$ cat src/rtl/tdm_pkg.sv
// tdm_pkg: transmitter state encoding and counter width helper shared by the tdm_link files
package tdm_pkg;
  typedef enum logic {IDLE, SHIFT} state_t;
  function automatic int idx_w(input int n);
    return (n > 2) ? $clog2(n) : 1;
  endfunction
endpackage

$ cat src/rtl/tdm_timebase.sv
// tdm_timebase: prescaler (0..DIV-1) and slot counter (0..WIDTH-1), held at zero while run=0; ports clk, rst_n, run -> pre, slot, bit_end, frame_end
module tdm_timebase
  import tdm_pkg::*;
#(
  parameter int WIDTH = 8,
  parameter int DIV   = 4
) (
  input  logic                       clk,
  input  logic                       rst_n,
  input  logic                       run,
  output logic [idx_w(DIV)-1:0]      pre,
  output logic [idx_w(WIDTH)-1:0]    slot,
  output logic                       bit_end,
  output logic                       frame_end
);
  localparam int PW = idx_w(DIV);
  localparam int IW = idx_w(WIDTH);
  assign bit_end   = run && pre == PW'(DIV - 1);
  assign frame_end = bit_end && slot == IW'(WIDTH - 1);
  always_ff @(posedge clk or negedge rst_n) begin
    if (!rst_n) begin
      pre  <= '0;
      slot <= '0;
    end else if (!run) begin
      pre  <= '0;
      slot <= '0;
    end else begin
      pre <= bit_end ? '0 : pre + 1'b1;
      if (bit_end) slot <= frame_end ? '0 : slot + 1'b1;
    end
  end
endmodule

$ cat src/rtl/tdm_link.sv
// tdm_link: TDM serial transmitter plus receiver sharing one timebase; ports din/load/auto_mode -> ready/sdata/frame/bit_idx, sdata_in/frame_in -> dout/dout_valid
module tdm_link
  import tdm_pkg::*;
#(
  parameter int WIDTH     = 8,
  parameter int DIV       = 4,
  parameter int LSB_FIRST = 1
) (
  input  logic                     clk,
  input  logic                     rst_n,
  input  logic [WIDTH-1:0]         din,
  input  logic                     load,
  input  logic                     auto_mode,
  output logic                     ready,
  output logic                     sdata,
  output logic                     frame,
  output logic [idx_w(WIDTH)-1:0]  bit_idx,
  input  logic                     sdata_in,
  input  logic                     frame_in,
  output logic [WIDTH-1:0]         dout,
  output logic                     dout_valid
);
  localparam int IW = idx_w(WIDTH);
  localparam int PW = idx_w(DIV);
  state_t state, state_n;
  logic [WIDTH-1:0] word, rx_word, rx_next;
  logic [PW-1:0] pre;
  logic [IW-1:0] slot, rx_slot, rx_cur;
  logic run, start, first, bit_end, frame_end;
  function automatic logic [IW-1:0] pos(input logic [IW-1:0] k);
    return (LSB_FIRST != 0) ? k : IW'(WIDTH - 1) - k;
  endfunction
  assign run = state == SHIFT;
  tdm_timebase #(.WIDTH(WIDTH), .DIV(DIV)) u_timebase (
    .clk(clk), .rst_n(rst_n), .run(run), .pre(pre), .slot(slot),
    .bit_end(bit_end), .frame_end(frame_end)
  );
  always_comb begin
    ready   = !run || frame_end;
    start   = ready && (load || auto_mode);
    state_n = start ? SHIFT : (frame_end ? IDLE : state);
  end
  always_ff @(posedge clk or negedge rst_n) begin
    if (!rst_n) begin
      state <= IDLE;
      word  <= '0;
    end else begin
      state <= state_n;
      if (start) word <= din;
    end
  end
  assign sdata   = run && word[pos(slot)];
  assign frame   = run && slot == '0;
  assign bit_idx = slot;
  assign first   = run && pre == '0;
  assign rx_cur  = (first && frame_in) ? '0 : rx_slot;
  always_comb begin
    rx_next             = rx_word;
    rx_next[pos(rx_cur)] = sdata_in;
  end
  always_ff @(posedge clk or negedge rst_n) begin
    if (!rst_n) begin
      rx_word    <= '0;
      rx_slot    <= '0;
      dout       <= '0;
      dout_valid <= 1'b0;
    end else begin
      dout_valid <= 1'b0;
      if (bit_end) begin
        rx_word <= rx_next;
        rx_slot <= (rx_cur == IW'(WIDTH - 1)) ? '0 : rx_cur + 1'b1;
        if (rx_cur == IW'(WIDTH - 1)) begin
          dout       <= rx_next;
          dout_valid <= 1'b1;
        end
      end else if (first && frame_in) rx_slot <= '0;
    end
  end
endmodule

$ cat config.mk
export PLATFORM = sky130hd
export DESIGN_NAME = tdm_link
export DESIGN_NICKNAME = d
export VERILOG_FILES = /design/src/rtl/tdm_pkg.sv /design/src/rtl/tdm_timebase.sv /design/src/rtl/tdm_link.sv
export SDC_FILE = /design/constraint.sdc
export NUM_CORES = 1
export LEC_CHECK = 0
export CAP_MARGIN = 20
export CORE_MARGIN = 2
export CORE_UTILIZATION = 26
export CTS_BUF_LIST = sky130_fd_sc_hd__clkbuf_16
export DETAILED_ROUTE_END_ITERATION = 10
export HOLD_SLACK_MARGIN = 0.06
export RECOVER_POWER = 100
export SYNTH_ARGS = -nofsm -noshare
export SYNTH_HDL_FRONTEND = slang
export SYNTH_SLANG_ARGS = --single-unit
$ cat constraint.sdc
create_clock -name clk -period 3.47 [get_ports clk]
set_input_delay 0.694 -clock clk [delete_from_list [all_inputs] [get_ports clk]]
set_output_delay 0.694 -clock clk [all_outputs]
set_load 0.01 [all_outputs]
==> results of run 1 <==
-- power by group --
part | leakage (nW) | total (W) | internal (W) | switching (W)
logic | 0.494 | 0.000598 | 0.000325 | 0.000273
clock network | 0.0663 | 0.000412 | 0.000258 | 0.000154
registers | 0.422 | 0.000647 | 0.000523 | 0.000124
-- flip-flops by register name (all words and copies together) (netlist names) --
signal,count
dout,8
dout_valid,1
run,1
rx_slot,3
rx_word,8
u_timebase.pre,2
u_timebase.slot,3
word,8
-- per-layer routing --
metal,vias up,GRT usage
li1,626,-
met1,614,0.127
met2,30,0.159
met3,5,0.0400
met4,0,0.0469
met5,-,0
-- final timing paths --
kind	endpoint	slack, ns	cells past startpoint
worst max-delay path	dout[1]	0.59	9
worst min-delay path	u_timebase.pre[0]	0.47	1
worst max register to register	dout[1]	0.92	10
worst min register to register	u_timebase.pre[0]	0.47	1
max in group asynchronous	rx_slot[0]	0.98	2
min in group asynchronous	word[7]	1.44	2
-- layout make-up --
class                           instances  area (um^2)  area share
Clock inverter                          3         11.3     0.00509
Sequential cell                        34          851       0.384
Tap cell                               77         96.3      0.0435
Multi-Input combinational cell        107          812       0.367
Inverter                                7         26.3      0.0119
Clock buffer                            5          125      0.0565
Timing Repair Buffer                   30          292       0.132
-- through the flow --
| step | worst slack, ns | power (W) | hold slack (ns) | cells | area [um^2] |
|---|---|---|---|---|---|
| after floorplan | 1.12 | 0.00109 | 0.398 | 158 | 1760 |
| after global placement | 0.629 | 0.00127 | 0.452 | 255 | 2090 |
| after detailed placement | 0.569 | 0.00128 | 0.462 | 255 | 2090 |
| after CTS | 0.786 | 0.00171 | 0.470 | 263 | 2230 |
| after global routing | 0.393 | 0.00179 | 0.506 | 263 | 2210 |
| final | 0.590 | 0.00166 | 0.466 | 263 | 2210 |
-- cell usage after synthesis --
cell type  number  area [um^2]
a21boi_0        2         15.0
a21oi_2         1         8.76
a221o_1         1         10.0
a311o_1         1         10.0
a31oi_1         1         6.26
and2_1          5         31.3
and2b_1         1         7.51
and3_1          2         12.5
and4_1          1         8.76
buf_2           4         20.0
buf_4           1         7.51
buf_6           2         22.5
clkbuf_1        2         7.51
clkbuf_2        1         5.00
clkinv_1        1         3.75
dfrtp_1        34          851
ha_1            7         87.6
inv_1           6         22.5
mux2_2         18          203
mux2i_1         2         20.0
mux4_2          2         45.0
nand2_1        14         52.6
nand2b_1        2         12.5
nand3_1         8         40.0
nand3_2         1         10.0
nand3b_1        4         30.0
nand4_1         7         43.8
nor2_1          7         26.3
nor2b_1         3         18.8
nor3_1          3         15.0
nor3b_1         2         15.0
nor4_1          2         12.5
o211ai_1        3         22.5
o21ai_0         2         10.0
o311a_1         1         10.0
o311ai_0        1         8.76
o41ai_1         1         8.76
or4b_1          1         10.0
xor2_1          1         8.76
-- logic make-up (layout without fill, tap and decap cells) --
| kind of cell | Yosys count | after routing | share of synthesized area |
|---|---|---|---|
| multiplexers | 22 | 22 | 0.152 |
| adder cells (fa/ha/maj) | 7 | 7 | 0.0497 |
| buffers and inverters | 17 | 45 | 0.0505 |
| flip-flops | 34 | 34 | 0.483 |
| XOR/XNOR | 1 | 1 | 0.00498 |
| AND/OR/NAND/NOR | 63 | 63 | 0.197 |
| AO/OA/AOI/OAI | 14 | 14 | 0.0625 |
-- critical path, cell delays in order --
cell and delay (ns):
dlygate4sd3_1 0.56, nand3_1 0.11, and2_0 0.23, ha_1 0.19, ha_1 0.19, nand3_1 0.31, clkinv_1 0.29, o311a_1 0.20
a221o_1 0.26
==> impl_metrics.json, run 1 <==
{
  "worst_ep_arrival_time_ns": 3.04,
  "fillCellCount": 658,
  "layout_net_count": 206,
  "drt-vias-per-instance": 4.85,
  "gp_congestion": 0.804,
  "hold_start": "u_timebase.pre[0]",
  "fin_worst_skew_ns": 0.00433,
  "cp_data_required_time_ns": 3.63,
  "coreArea_um2": 6460,
  "critical_path_class": "in -> reg",
  "dp_hpwl_mm": 2.42,
  "vias_in_the_first_global_route": 1281,
  "total_via_count_after_detailed_routing": 1275,
  "ys_warn_count": 0,
  "worst_slew_pin_slew_ns": 1.81,
  "detail_route.wirelength.met1_mm": 1.55,
  "synth_cells": 158,
  "layout-drive-gt1-share": 0.140,
  "clk_transition_reported_paths_ns": 0.05,
  "timing.critical_path.from_type": "primary input",
  "tritoncts": "yes",
  "leakage_nw": 0.982,
  "gr-total-overflow": 0,
  "min-delay-path-class": "reg -> reg",
  "grt_antenna_before_repair": 0,
  "highest-signal-layer": "met4",
  "total_of_hold_buffers_inserted_after_clock_tree_synthesis": 0,
  "finalMaxSlewViolations": 35,
  "die_h_um": 86.3,
  "routed_wire_length_on_met3_um": 216,
  "final_common_cell": "dfrtp_1",
  "setup_viol": 0,
  "die-width_um": 86.3,
  "cts_post_setup_buffers_inserted": 0,
  "min_period_ns": 2.88,
  "worst-path-max-fanout": 10,
  "clock-root-buffer": "clkbuf_16",
  "io_buffers": 28,
  "areaGrowthSynthToFinish_pct": 25.7,
  "max_cap_viol_count": 1,
  "top_level_ports": 29,
  "n_antenna_cell": 0,
  "post_cts_resized": 0,
  "numCtsBuffers": 5,
  "final_cell_mix": "34 x dfrtp_1, 18 x mux2_2, 17 x dlygate4sd3_1",
  "hold_violations": 0,
  "first_pass_iters": 4,
  "layout.core_utilization": 0.343,
  "max_freq_mhz": 347,
  "met2_length_mm": 1.54,
  "clock_tree.htree_level_count": 2,
  "grt_pass1_wl_mm": 5.95,
  "sequential_fraction_of_the_synthesis_area": 0.483,
  "initial_utilization": 0.273,
  "critical_path.endpoint_type": "register",
  "synthesis.nets": 179,
  "netlist_area_before_placement_um2": 1760,
  "drcViolationCount": 0,
  "run_status": "finished, violations left",
  "maxSlewHeadroom": -0.209,
  "grt_start_max_net_pins": 35,
  "cts.path.max_buffers": 2,
  "drt_iter0_markers": 97,
  "cts.sink_count": 34,
  "placement_rows": 29,
  "syn_area_per_cell_um2": 11.1,
  "insertion_delay_to_the_later_sink_of_the_worst_skew_pair_ns": 0.28,
  "cellPowerDensity_nw_per_um2": 749,
  "postRouteWirelength_mm": 3.37,
  "antenna_left": 0,
  "layout_worst_path_cycle_share": 0.830,
  "synth-seq-cells": 34,
  "violations": "max-capacitance violations, max-slew violations",
  "setup_repair_after_global_routing_missed_its_margin": "false",
  "crit_path_start": "frame_in",
  "power.ir.vdd_worst_mv": 0.318,
  "dieArea_um2": 7450,
  "timing.rr.start": "u_timebase.pre[0]",
  "groute.usage.overall": 0.103,
  "detailed_route_wire_length_per_cell_um": 12.8,
  "totalNegativeSetupSlack_ns": 0,
  "synth_cell_type_count": 39
}
Power figures use the tool's default switching activity.
==> run 2, diff against run 1 <==
==> constraint.sdc (replaced) <==
create_clock -name clk -period 2.3 [get_ports clk]
set_input_delay 0.46 -clock clk [delete_from_list [all_inputs] [get_ports clk]]
set_output_delay 0.46 -clock clk [all_outputs]
set_load 0.01 [all_outputs]
==> run 2 against run 1 <==
- the run now ends clean
- combinational power up 60%
- flip-flop and latch count did not move
- final area is 4.4% higher
- critical path type is now reg -> out
- critical endpoint is now sdata
- largest cell class unchanged
- largest power group unchanged
==> impl_metrics.json, run 2 (synthesis results as in run 1) <==
{
  "detailed_route_wire_length_per_cell_um": 13.0,
  "timing.critical_path.buf_inv": 1,
  "leakage_nw": 1.04,
  "r2r-end": "dout[1]",
  "hold_violations": 0,
  "whs_ns": 0.463,
  "drt_iter0_markers": 29,
  "insertion_delay_to_the_later_sink_of_the_worst_skew_pair_ns": 0.27,
  "placement_rows": 29,
  "antenna_left": 0,
  "grt_start_max_net_pins": 35,
  "die-width_um": 86.3,
  "min_period_ns": 2.16,
  "post_route_non_filler_standard_cell_count": 272,
  "final_cell_mix": "33 x dfrtp_1, 18 x mux2_2, 14 x nand2_1",
  "layout_worst_path_cycle_share": 0.940,
  "worst-path-max-fanout": 7,
  "finalMaxSlewViolations": 0,
  "cts.path.max_buffers": 2,
  "n_antenna_cell": 0,
  "tritoncts": "yes",
  "fin_worst_skew_ns": 0.00238,
  "cp-endpoint": "sdata",
  "grt_pass1_wl_mm": 6.11,
  "ff2ff_setup_slack_ns": 0.22,
  "swShare": 0.321,
  "power.net_switching_w": 0.000857,
  "power_frac_clock": 0.280,
  "cp_data_required_time_ns": 1.84,
  "cell_by_cell_trace_of_the_critical_path": "mux4_2, nand2_1, a21boi_0, dlygate4sd2_1",
  "dp_hpwl_mm": 2.67,
  "final_common_cell": "dfrtp_1",
  "layout_net_count": 215,
  "worst_ep_arrival_time_ns": 1.70,
  "clk_transition_reported_paths_ns": 0.05,
  "areaGrowthSynthToFinish_pct": 31.3,
  "run_status": "finished, final reports clean",
  "postLayoutCellArea_um2": 2310,
  "worst_path_dominant_cell_family": "multiplexers",
  "initial_utilization": 0.273,
  "first_pass_iters": 4,
  "drcViolationCount": 0,
  "largest_registers": "dout: 8 flops, rx_word: 8 flops, word: 8 flops",
  "gr-total-overflow": 0,
  "share_comb_of_total_power": 0.358,
  "power.share.sequential": 0.362,
  "cts.sink_count": 34,
  "worst_path_max_delay_cell": "mux4_2",
  "totalNegativeSetupSlack_ns": 0,
  "setup_repair_after_global_routing_missed_its_margin": "false",
  "drt-vias-per-instance": 4.75,
  "power.ir.vdd_worst_mv": 0.505,
  "numCtsBuffers": 5,
  "crit_path_start": "u_timebase.slot[0]",
  "placedCellCount": 264,
  "timing.reg2reg.worst_path_depth": 8,
  "maxSlewHeadroom": 0.439,
  "clock_tree.htree_level_count": 2,
  "max_cap_viol_count": 0,
  "coreArea_um2": 6460,
  "cp.depth": 4,
  "critical_path_class": "reg -> out",
  "total_of_hold_buffers_inserted_after_clock_tree_synthesis": 0,
  "timing.critical_path.from_type": "register",
  "vias_in_the_first_global_route": 1282,
  "layout-drive-gt1-share": 0.205,
  "timing.rr.start": "u_timebase.pre[0]",
  "max_freq_mhz": 463,
  "placed_cell_area_um2": 2160,
  "postRouteWirelength_mm": 3.55,
  "grt_antenna_before_repair": 0,
  "groute.usage.overall": 0.105,
  "worst_slew_pin_slew_ns": 0.841,
  "cellPowerDensity_nw_per_um2": 1150,
  "die_h_um": 86.3,
  "clock-root-buffer": "clkbuf_16",
  "min-delay-path-class": "reg -> reg",
  "io_buffers": 28,
  "top_level_ports": 29,
  "power.internal_w": 0.00181,
  "dieArea_um2": 7450,
  "total_via_count_after_detailed_routing": 1293,
  "critical_path.endpoint_type": "output port",
  "fin_total_pwr_w": 0.00267,
  "critPathMaxStageDelay_ns": 0.51,
  "number_of_instances_on_the_worst_hold_path": 1,
  "gp_congestion": 0.798,
  "setup_viol": 0
}
run 2: final cells by class:
cell class                 instances  area, um^2
multi-input combinational        107         821
sequential                        34         852
tap                               77        96.3
clock buffer                       5         125
timing repair buffer              39         350
clock inverter                     3        40.0
fill                             657        4150
inverter                           7        26.3
run 2: repair_timing:
action | 4_1_cts | 5_1_grt
gates resized for setup | 3 | 0
endpoints found under the setup margin | 2 | 0
setup buffers | 0 | 0
run 2: power by group through the flow:
stage | Clock (W) | Sequential (W) | Combinational, W
final | 0.000747 | 0.000966 | 0.000954
after global routing | 0.000786 | 0.00100 | 0.00107
after CTS | 0.000762 | 0.000974 | 0.00100
after detailed placement | 0 | 0.000982 | 0.00101
after global placement | 0 | 0.000976 | 0.000988
after floorplan | 0 | 0.000924 | 0.000715
run 2: worst min-delay path by stage:
stage / startpoint / endpoint / slack (ns)
2_1_floorplan: rst_n / dout[0] / 0.16
3_3_place_gp: u_timebase.pre[0] / u_timebase.pre[0] / 0.45
3_5_place_dp: u_timebase.pre[0] / u_timebase.pre[0] / 0.46
4_1_cts: u_timebase.pre[0] / u_timebase.pre[0] / 0.47
5_1_grt: u_timebase.pre[0] / u_timebase.pre[0] / 0.49
6_report: u_timebase.pre[0] / u_timebase.pre[0] / 0.46
run 2: per-stage QoR:
step | setup WS [ns] | utilization
3_5_place_dp | -0.0841 | 0.334
4_1_cts | 0.127 | 0.359
5_1_grt | 0.0294 | 0.358
3_3_place_gp | -0.0355 | 0.334
2_1_floorplan | 0.0427 | -
6_report | 0.139 | 0.358
run 2: per-layer routing:
metal,track usage,vias up,share of wire
met2,0.166,29,0.47
li1,-,639,-
met5,0,-,0
met3,0.0410,4,0.063
met1,0.134,621,0.46
met4,0.0341,0,0.011
==> run 3, diff against run 2 <==
--- a/config.mk
+++ b/config.mk
@@ -10,8 +10,8 @@
 export CORE_UTILIZATION = 26
 export CTS_BUF_LIST = sky130_fd_sc_hd__clkbuf_16
 export DETAILED_ROUTE_END_ITERATION = 10
-export HOLD_SLACK_MARGIN = 0.06
 export RECOVER_POWER = 100
+export SLEW_MARGIN = 10
 export SYNTH_ARGS = -nofsm -noshare
 export SYNTH_HDL_FRONTEND = slang
 export SYNTH_SLANG_ARGS = --single-unit
==> results of run 3 <==
Final layout, timing and power as in run 2 (identical DEF).
